==> src/rtl/muldiv_ctrl.sv <==
// Sequencer between the EX stage and an iterative divider: latches operands, stalls
// the pipe while dividing, writes HI/LO once, and enforces a one-cycle idle gap.
module muldiv_ctrl #(
    parameter int unsigned MAX_CYCLES = 40
) (
    input  logic        clk,
    input  logic        rst,
    input  logic        req_valid,
    input  logic        req_signed,
    input  logic [31:0] req_a,
    input  logic [31:0] req_b,
    input  logic        flush,
    output logic        stall_ex,
    output logic        div_start,
    output logic        div_sign,
    output logic [31:0] div_a,
    output logic [31:0] div_b,
    input  logic        div_done,
    input  logic [31:0] div_quotient,
    input  logic [31:0] div_remainder,
    output logic        hilo_we,
    output logic [31:0] hi_wdata,
    output logic [31:0] lo_wdata,
    output logic        busy,
    output logic        err
);

    typedef enum logic [1:0] {
        IDLE = 2'd0,
        RUN  = 2'd1,
        WB   = 2'd2,
        GAP  = 2'd3
    } state_t;

    state_t      state_q, state_d;
    logic [7:0]  cnt_q, cnt_d;
    logic [7:0]  cnt_inc;
    logic [31:0] a_q, a_d;
    logic [31:0] b_q, b_d;
    logic        sign_q, sign_d;
    logic [31:0] hi_q, hi_d;
    logic [31:0] lo_q, lo_d;
    logic        err_q, err_d;

    always_ff @(posedge clk or negedge rst) begin
        if (!rst) begin
            state_q <= IDLE;
            cnt_q   <= 8'd0;
            a_q     <= 32'd0;
            b_q     <= 32'd0;
            sign_q  <= 1'b0;
            hi_q    <= 32'd0;
            lo_q    <= 32'd0;
            err_q   <= 1'b0;
        end else begin
            state_q <= state_d;
            cnt_q   <= cnt_d;
            a_q     <= a_d;
            b_q     <= b_d;
            sign_q  <= sign_d;
            hi_q    <= hi_d;
            lo_q    <= lo_d;
            err_q   <= err_d;
        end
    end

    // Saturating increment so a very large MAX_CYCLES cannot wrap the counter.
    assign cnt_inc = (cnt_q == 8'hFF) ? cnt_q : cnt_q + 8'd1;

    always_comb begin
        state_d = state_q;
        cnt_d   = cnt_q;
        a_d     = a_q;
        b_d     = b_q;
        sign_d  = sign_q;
        hi_d    = hi_q;
        lo_d    = lo_q;
        err_d   = 1'b0;
        case (state_q)
            IDLE: begin
                if (req_valid && !flush) begin
                    if (req_b != 32'd0) begin
                        a_d     = req_a;
                        b_d     = req_b;
                        sign_d  = req_signed;
                        cnt_d   = 8'd0;
                        state_d = RUN;
                    end else begin
                        // Divide-by-zero: MIPS-style result without touching the divider.
                        hi_d    = req_a;
                        lo_d    = 32'hFFFF_FFFF;
                        state_d = WB;
                    end
                end
            end
            RUN: begin
                if (flush) begin
                    state_d = GAP;
                end else if (div_done) begin
                    hi_d    = div_remainder;
                    lo_d    = div_quotient;
                    state_d = WB;
                end else begin
                    cnt_d = cnt_inc;
                    if ({24'd0, cnt_inc} >= MAX_CYCLES) begin
                        err_d   = 1'b1;
                        state_d = GAP;
                    end
                end
            end
            WB:      state_d = GAP;
            GAP:     state_d = IDLE;
            default: state_d = IDLE;
        endcase
    end

    assign div_start = (state_q == RUN);
    assign div_sign  = sign_q;
    assign div_a     = a_q;
    assign div_b     = b_q;
    // A flush landing on the write-back cycle kills the write.
    assign hilo_we   = (state_q == WB) && !flush;
    assign hi_wdata  = hi_q;
    assign lo_wdata  = lo_q;
    assign busy      = (state_q != IDLE);
    assign err       = err_q;
    assign stall_ex  = ((state_q == IDLE) && req_valid && !flush) ||
                       (state_q == RUN) || (state_q == GAP);

endmodule

==> config.mk <==
export PLATFORM = sky130hd
export DESIGN_NAME = muldiv_ctrl
export DESIGN_NICKNAME = d
export VERILOG_FILES = /design/src/rtl/muldiv_ctrl.sv
export SDC_FILE = /design/constraint.sdc
export NUM_CORES = 1
export LEC_CHECK = 0
export CAP_MARGIN = 20
export CORE_ASPECT_RATIO = 1.25
export CORE_MARGIN = 2
export CORE_UTILIZATION = 35
export CTS_CLUSTER_DIAMETER = 30
export DETAILED_ROUTE_END_ITERATION = 8
export PLACE_DENSITY_LB_ADDON = 0.25
export SLEW_MARGIN = 25
export SYNTH_ARGS = -nofsm -noshare
export SYNTH_HDL_FRONTEND = slang
export SYNTH_SLANG_ARGS = --single-unit
==> constraint.sdc <==
create_clock -name clk -period 2.2 [get_ports clk]
set_input_delay 0.33 -clock clk [delete_from_list [all_inputs] [get_ports clk]]
set_output_delay 0.33 -clock clk [all_outputs]
set_load 0.02 [all_outputs]
# [Yosys cells after proc, flatten, opt, wreduce, memory -nomap -nowiden]
# Cells that the tools add are included.
[totals] ff_bits=140 output_inout_bits=134 elab_cells=62
[op_classes] add_sub_neg=1 magnitude_cmp=1 eq_ne=11 n_mux=26 n_reduce_logical=15
[op_table] cell="32-bit 2-to-1 mux" n=8
[op_table] cell="32-bit case mux with 2 select lines" n=2
[op_table] cell="8-bit 2-to-1 mux" n=5
[op_table] cell="32-bit nonzero test" n=1
[op_table] cell="8-bit case mux with 2 select lines" n=1
[op_table] cell="2-bit 2-to-1 mux" n=5
[op_table] cell="2-bit != test, second input constant" n=5
[op_table] cell="5-bit AND reduction" n=2
[op_table] cell="8-bit by 1-bit adder with 8-bit output, second input constant" n=1
[op_table] cell="8-bit equality test, second input constant" n=1
[op_table] cell="8-bit by 6-bit greater-or-equal comparator with 1-bit output, second input constant" n=1
[op_table] cell="2-bit case mux with 4 select lines" n=1
[op_table] cell="2-bit equality test, second input constant" n=2
[op_table] cell="1-bit logical AND" n=4
[op_table] cell="1-bit 2-to-1 mux" n=4
[op_table] cell="4-bit by 2-bit != test with 1-bit output, second input constant" n=1
[op_table] cell="2-bit nonzero test" n=2
[op_table] cell="3-bit AND reduction" n=1
[op_table] cell="2-bit by 1-bit equality test with 1-bit output, second input constant" n=1
[op_table] cell="2-bit zero test" n=1
[op_table] cell="1-bit logical OR" n=2
[op_table] cell="2-bit by 1-bit != test with 1-bit output, second input constant" n=1
[op_table] cell="2-bit AND reduction" n=1
[op_table] cell="1-bit zero test" n=1

# [Longest topological paths before layout]
# Gate-level depths: netlist of the first run.
[logic_depth] ltp_word=7 depth_mapped=10 ltp_nobuf=8

# [Least setup slack after synthesis of the first run]
# Ideal clock, no wire load.
[synth_timing] path_kind="reg2reg" start="reg cnt_q[0]" end="reg state_q[0]" setup_time_ps=125 t_arrival_ps=2005 setup_slack_ps=70 stages_incl_launch_ff=8 period_less_slack_ps=2130 path_cell_list="dfrtp_1 > ha_1 > and3_4 > and3_1 > nand3_2 > a311oi_2 > o41a_1 > mux2_4"
[synth_between] elab_chain_cells=5
[synth_lines] element="from (decl)" line="36" rtl="logic [7:0] cnt_q, cnt_d;"
[synth_lines] element="from (signal assigned)" line="57" rtl="cnt_q <= cnt_d;"
[synth_lines] element="8-bit by 1-bit adder with 8-bit output / 8-bit equality test (equally long branches)" line="68" rtl="assign cnt_inc = (cnt_q == 8'hFF) ? cnt_q : cnt_q + 8'd1;"
[synth_lines] element="8-bit 2-to-1 mux *" line="68"
[synth_lines] element="8-bit by 6-bit greater-or-equal comparator with 1-bit output *" line="105" rtl="if ({24'd0, cnt_inc} >= MAX_CYCLES) begin"
[synth_lines] element="4-bit by 2-bit != test with 1-bit output (no source line) *"
[synth_lines] element="2-bit AND reduction (no source line) *"
[synth_lines] element="to (signal assigned)" line="56" rtl="state_q <= state_d;"
[synth_lines] element="to (decl)" line="35" rtl="state_t state_q, state_d;"
# Every way passes the cells marked *; elsewhere a longest branch is shown, timed or not.
# A chain may end at the register's enable or synchronous reset.

# [Final worst setup path of the first run]
[layout_timing] start="reg cnt_q[1]" end="reg state_q[0]"
# The elaborated chain is that of the path after synthesis.

==> results.yml, run 1 <==
yosys:
  yosysWarningCount: 0
  postSynthCellCount: 522
  synth_seq_area_share_pct: 57.9
  synth_top_area_share_pct: 57.9
  yosysTopAreaCell: "dfrtp_1"
  synth_cell_types: 37
  synth_seq_cells: 140
  ys_top_cells_by_area: "dfrtp_1, mux2_2, mux2i_1"
  synth_edf_count: 0
  async_reset_ff_share_pct: 100
  avgSynthCellArea_sq_um: 11.6
  syn_area_sq_um: 6050
  synth_ff_type: "dfrtp_1"
  syn_nets: 662
floorplanning:
  fp.coreArea_sq_um: 16800
  row_count: 53
  dieArea_sq_um: 18400
  fp.dieH_um: 151
  die_x_um: 122
  initial_core_util_pct: 35.9
  design.portCount: 268
power:
  leakage_nw: 4.20
  power_density_nw_per_um2: 1530
  pwr-share-clk_pct: 17.8
  p_sw_share_pct: 38.7
  seqPwrFrac_pct: 30.3
  peakVddDrop_mv: 0.696
  switchingPower_mw: 5.82
  intPower_mw: 9.21
  combPwrFrac_pct: 51.9
timing:
  skew_ps: 6.14
  setup_viol: 0
  maxSlewViolCount: 0
  timing.fmax_mhz: 472
  hold_viol: 0
  slew_headroom_pct: 61.4
  rsz0062_at_grt: "no"
  fin_crit_ps: 2120
  post-route-period-util_pct: 96.2
  worst_slew_pin_slew_ps: 579
critical_path:
  worst_setup_path_end_kind: "flip-flop"
  crit_buf_inv: 0
  crit_slowest_cell: "o41a_1"
  crit_family: "compound AO/OA/AOI/OAI gates"
  startpoint_type: "flip-flop"
  crit_fanout: 4
  cp_data_arrival_time_ps: 2420
  critPathMaxStageDelay_ps: 460
  r2r_slack_ps: 80
  path_class: "reg2reg"
  worstPathRequired_ps: 2500
  crit_chain: "ha_1 -> and3_4 -> and3_1 -> nand3_2 -> a311oi_2 -> o41a_1 -> mux2_4"
route:
  first_pass_iters: 4
  vias: 5069
  vias_per_cell: 4.84
  finalWirelength_um: 17400
  wl_per_cell_um: 16.6
  drc: 0
  antenna_left: 0
  drt_iter0_markers: 196
cts:
  numClockSinks: 140
  cts_buffer_depth: 2
  cts_tree: "built"
  h-tree-depth: 4
  cts_buffers: 17
  worst_skew_pair.late_latency_ps: 410
  cts-root-buf: "clkbuf_16"
  path_clk_slew_ps: 60
global_route:
  grt_pass1_wl_um: 27000
  overflow: 0
  antenna_found_initial: 0
  grt_max_degree: 60
  grt_pass1_vias: 5388
  grt_usage_pct: 19.1
cells_and_area:
  diodes: 0
  layout_common_cells: "clkdlybuf4s50_1, dfrtp_1, o21ai_0"
  stdcell_count: 1047
  design_area_sq_um: 9800
  final_common_cell: "clkdlybuf4s50_1"
  fin_nets: 954
  final_layout_size_suffix_gt1_share_pct: 18.6
  area_delta_synth_final_pct: 62.0
run_status:
  outcome: "complete, no violations"
placement:
  dp_hpwl_um: 12900
  portBuffers: 267
  place.gp.congestion: 0.863
  place_area_sq_um: 9190
  dpl.cell_count: 1011
min_path:
  holdCritPathClass: "in2async"
run:
  max_cap_violations: 0
## sequential cells by signal, summed over array words and instances, names as in the netlist
register / flops
div_a: 32
div_b: 32
hi_wdata: 32
lo_wdata: 32
cnt_q: 8
state_q: 2
div_sign: 1
err: 1
## routing by layer
layer,track usage [%],vias up,wire length (um),part of all wire [%]
met3,7.23,25,1370,7.9
li1,-,2406,-,-
met5,0,-,0,0
met4,6.90,0,409,2.4
met2,33.2,193,9000,52
met1,21.3,2445,6610,38
## Yosys cell counts, types with 2 or more instances
cell	n
a21oi_1	42
a221o_1	2
a31o_2	2
and3_1	4
and3_4	2
buf_2	14
buf_4	4
clkbuf_1	15
dfrtp_1	140
ha_1	6
inv_1	40
mux2_2	66
mux2i_1	34
nand2_1	4
nand3_1	4
nand4_1	3
nor2_1	40
nor2b_1	2
nor3_1	5
nor4_1	8
o21ai_0	68
o21ai_1	2
## logic make-up (layout without fill, tap and decap cells)
logic type                 count (synthesis)  count (layout)  synth area share [%]
buffers and inverters                     73             378                  5.07
muxes                                    101             101                  18.2
xor gates and xnor gates                   1               1                 0.145
DFF                                      140             140                  57.9
AOI/OAI and AO/OA                        124             124                  11.2
adders and majority gates                  6               6                  1.24
and+or+nand+nor                           77              77                  6.27
## final timing paths
path / start / cells after the start / end
min in group clk: div_a[17]$_DFFE_PN0P_ / 1 / div_a[17]$_DFFE_PN0P_
max: cnt_q[1]$_DFFE_PN0P_ / 7 / state_q[0]$_DFFE_PN0P_
min reg2reg: div_a[17]$_DFFE_PN0P_ / 1 / div_a[17]$_DFFE_PN0P_
max reg2reg: cnt_q[1]$_DFFE_PN0P_ / 7 / state_q[0]$_DFFE_PN0P_
min: rst / 2 / lo_wdata[26]$_DFFE_PN0P_
max in group asynchronous: rst / 3 / div_a[24]$_DFFE_PN0P_
## power groups by stage
stage	logic, mW	registers [mW]	clock network, mW
floorplan	2.59	6.01	0
global placement	7.67	4.53	0
detailed placement	7.82	4.59	0
CTS	7.83	4.57	2.76
global route	8.40	4.70	2.91
finish	7.79	4.56	2.68
## area by class of cell
type,count,area (sq um)
fillers,1446,7040
flip-flops and latches,140,3500
repair buffers,306,3030
multi-input cells,309,2280
clock buffers,19,453
well taps,220,275
inverters,40,150
clock inverters,13,108
## per-stage QoR
| stage | TNS [ps] | utilization, % | hold WS, ps | power (mW) | setup WS, ps |
|---|---|---|---|---|---|
| floorplan | 0 | - | 34.4 | 8.60 | 70.4 |
| global placement | -40510 | 54.6 | 353 | 12.2 | -350 |
| detailed placement | -39470 | 54.6 | 360 | 12.4 | -370 |
| CTS | 0 | 57.9 | 487 | 15.2 | 24.8 |
| global route | 0 | 58.2 | 510 | 16.0 | 9.28 |
| finish | 0 | 58.2 | 474 | 15.0 | 82.9 |
## timing repair
action | in CTS | in global routing
endpoints found under the hold margin | 56 | 0
gates resized for setup | 7 | 9
cloned | 0 | 0
pin swaps | 0 | 3
buffers inserted | 0 | 3
hold buffers | 1 | 0
endpoints found under the setup margin | 4 | 56
## worst register-to-register path, cell delays in order, from the launching register on
cell and delay (ps):
dfrtp_1 400, ha_1 210, and3_4 200, and3_1 220, nand3_2 100, a311oi_2 100, o41a_1 460, mux2_4 310
Power figures use the tool's default switching activity.
==> run 2, diff against run 1 <==
- CTS_BUF_LIST: default -> sky130_fd_sc_hd__clkbuf_2 sky130_fd_sc_hd__clkbuf_4 sky130_fd_sc_hd__clkbuf_8
- RECOVER_POWER: default -> 100
==> run 2 against run 1 <==
Effect of this change: the run now ends with capacitance limit, slew limit left; highest routed layer unchanged; critical endpoint is now stall_ex; via count grew 0.41%; fmax shrank 0.64%; clock skew is 6.3 ps higher.
==> results.yml, run 2 (synthesis results as in run 1) <==
cts:
  path_clk_slew_ps: 80
  cts-root-buf: "clkbuf_8"
  cts_buffers: 17
  cts_buffer_depth: 2
  h-tree-depth: 4
  cts_tree: "built"
  worst_skew_pair.late_latency_ps: 440
  numClockSinks: 140
critical_path:
  r2r_slack_ps: 70
  crit_slowest_cell: "or3_4"
  crit_chain: "buf_4 -> ha_2 -> or3_4 -> buf_6"
  worstPathRequired_ps: 1870
  startpoint_type: "flip-flop"
  path_class: "reg2out"
  worst_setup_path_end_kind: "output port"
  crit_fanout: 10
  worst-path-stages: 4
  reg2regPathDepth: 7
  critPathMaxStageDelay_ps: 410
  worstReg2RegStart: "cnt_q[1]$_DFFE_PN0P_"
  rr_endpoint: "state_q[0]$_DFFE_PN0P_"
  cp_data_arrival_time_ps: 1800
  crit_buf_inv: 2
  crit_family: "simple AND/OR/NAND/NOR gates"
route:
  drc: 0
  finalWirelength_um: 17300
  first_pass_iters: 4
  drt_iter0_markers: 202
  antenna_left: 0
  vias_per_cell: 4.86
  vias: 5090
  wl_per_cell_um: 16.6
cells_and_area:
  final_layout_size_suffix_gt1_share_pct: 18.1
  design_area_sq_um: 9550
  diodes: 0
  fin_nets: 954
  final_common_cell: "dfrtp_1"
  area_delta_synth_final_pct: 57.9
  layout_common_cells: "dfrtp_1, clkdlybuf4s50_1, dlygate4sd3_1"
global_route:
  grt_pass1_wl_um: 27000
  antenna_found_initial: 0
  grt_usage_pct: 19.0
  grt_pass1_vias: 5383
  overflow: 0
  grt_max_degree: 60
run:
  max_cap_violations: 1
power:
  peakVddDrop_mv: 0.646
  seqPwrFrac_pct: 32.5
  leakage_nw: 4.12
  power_density_nw_per_um2: 1440
  combPwrFrac_pct: 53.4
  p_sw_share_pct: 41.3
  intPower_mw: 8.11
  switchingPower_mw: 5.69
  pwr-share-clk_pct: 14.0
timing:
  slew_headroom_pct: -2.48
  timing.fmax_mhz: 469
  worst_slew_pin_slew_ps: 1540
  setup_viol: 0
  post-route-period-util_pct: 96.9
  maxSlewViolCount: 60
  hold_viol: 0
  fin_crit_ps: 2130
  skew_ps: 12.5
  timing.final.ws_setup_ps: 69.3
  tns_ps: 0
floorplanning:
  die_x_um: 122
  design.portCount: 268
  fp.dieH_um: 151
  dieArea_sq_um: 18400
  row_count: 53
  initial_core_util_pct: 35.9
  fp.coreArea_sq_um: 16800
min_path:
  min-delay-start: "div_a[17]$_DFFE_PN0P_"
  holdCritPathClass: "reg2reg"
  holdPathStages: 1
  holdPathEnd: "div_a[17]$_DFFE_PN0P_"
run_status:
  outcome: "finished with violations"
  failed_checks: "capacitance limit, slew limit"
placement:
  dp_slack_ps: -370
  dp_hpwl_um: 12900
  place.gp.congestion: 0.863
  place_area_sq_um: 9190
  portBuffers: 267
run 2: per-stage QoR:
stage	cells	hold WS, ps	util, %	total power, mW
after global placement	1011	353	54.6	12.2
after CTS	1044	438	56.8	14.4
after global routing	1047	473	56.7	14.8
final	1047	504	56.7	13.8
after floorplan	522	34.4	-	8.60
after detailed placement	1011	360	54.6	12.4
run 2: worst max path at each step:
stage / startpoint / endpoint
finish: state_q[0]$_DFFE_PN0P_ / stall_ex
global route: state_q[0]$_DFFE_PN0P_ / stall_ex
CTS: state_q[1]$_DFFE_PN0P_ / stall_ex
detailed placement: req_b[26] / lo_wdata[12]$_DFFE_PN0P_
global placement: req_b[26] / div_b[31]$_DFFE_PN0P_
floorplan: cnt_q[0]$_DFFE_PN0P_ / state_q[0]$_DFFE_PN0P_
run 2: layer usage:
| layer | vias to the layer above | routed length, um | share of wire [%] | GRT usage [%] |
|---|---|---|---|---|
| li1 | 2410 | - | - | - |
| met5 | - | 0 | 0 | 0 |
| met3 | 25 | 1410 | 8.1 | 7.12 |
| met2 | 200 | 8970 | 52 | 32.9 |
| met4 | 0 | 405 | 2.3 | 7.07 |
| met1 | 2455 | 6550 | 38 | 21.4 |
run 2: timing repair:
action,in CTS,in global routing
buffers inserted,0,3
hold endpoints to repair,56,0
resized for setup,7,12
hold buffers,1,0
setup endpoints to repair,4,36
pin swaps,0,3
run 2: area by class of cell:
| class | instances | area, sq um |
|---|---|---|
| tap | 220 | 275 |
| multi-input combinational | 309 | 2260 |
| inverter | 40 | 150 |
| clock buffer | 19 | 262 |
| clock inverter | 13 | 108 |
| fill | 1492 | 7290 |
| sequential | 140 | 3500 |
| timing repair buffer | 306 | 2990 |
run 2: power groups by stage:
stage	clock network, mW	logic, mW	registers, mW
final	1.94	7.37	4.49
after global placement	0	7.67	4.53
after detailed placement	0	7.82	4.59
after floorplan	0	2.59	6.01
after CTS	2.02	7.82	4.56
after global routing	2.15	7.96	4.65
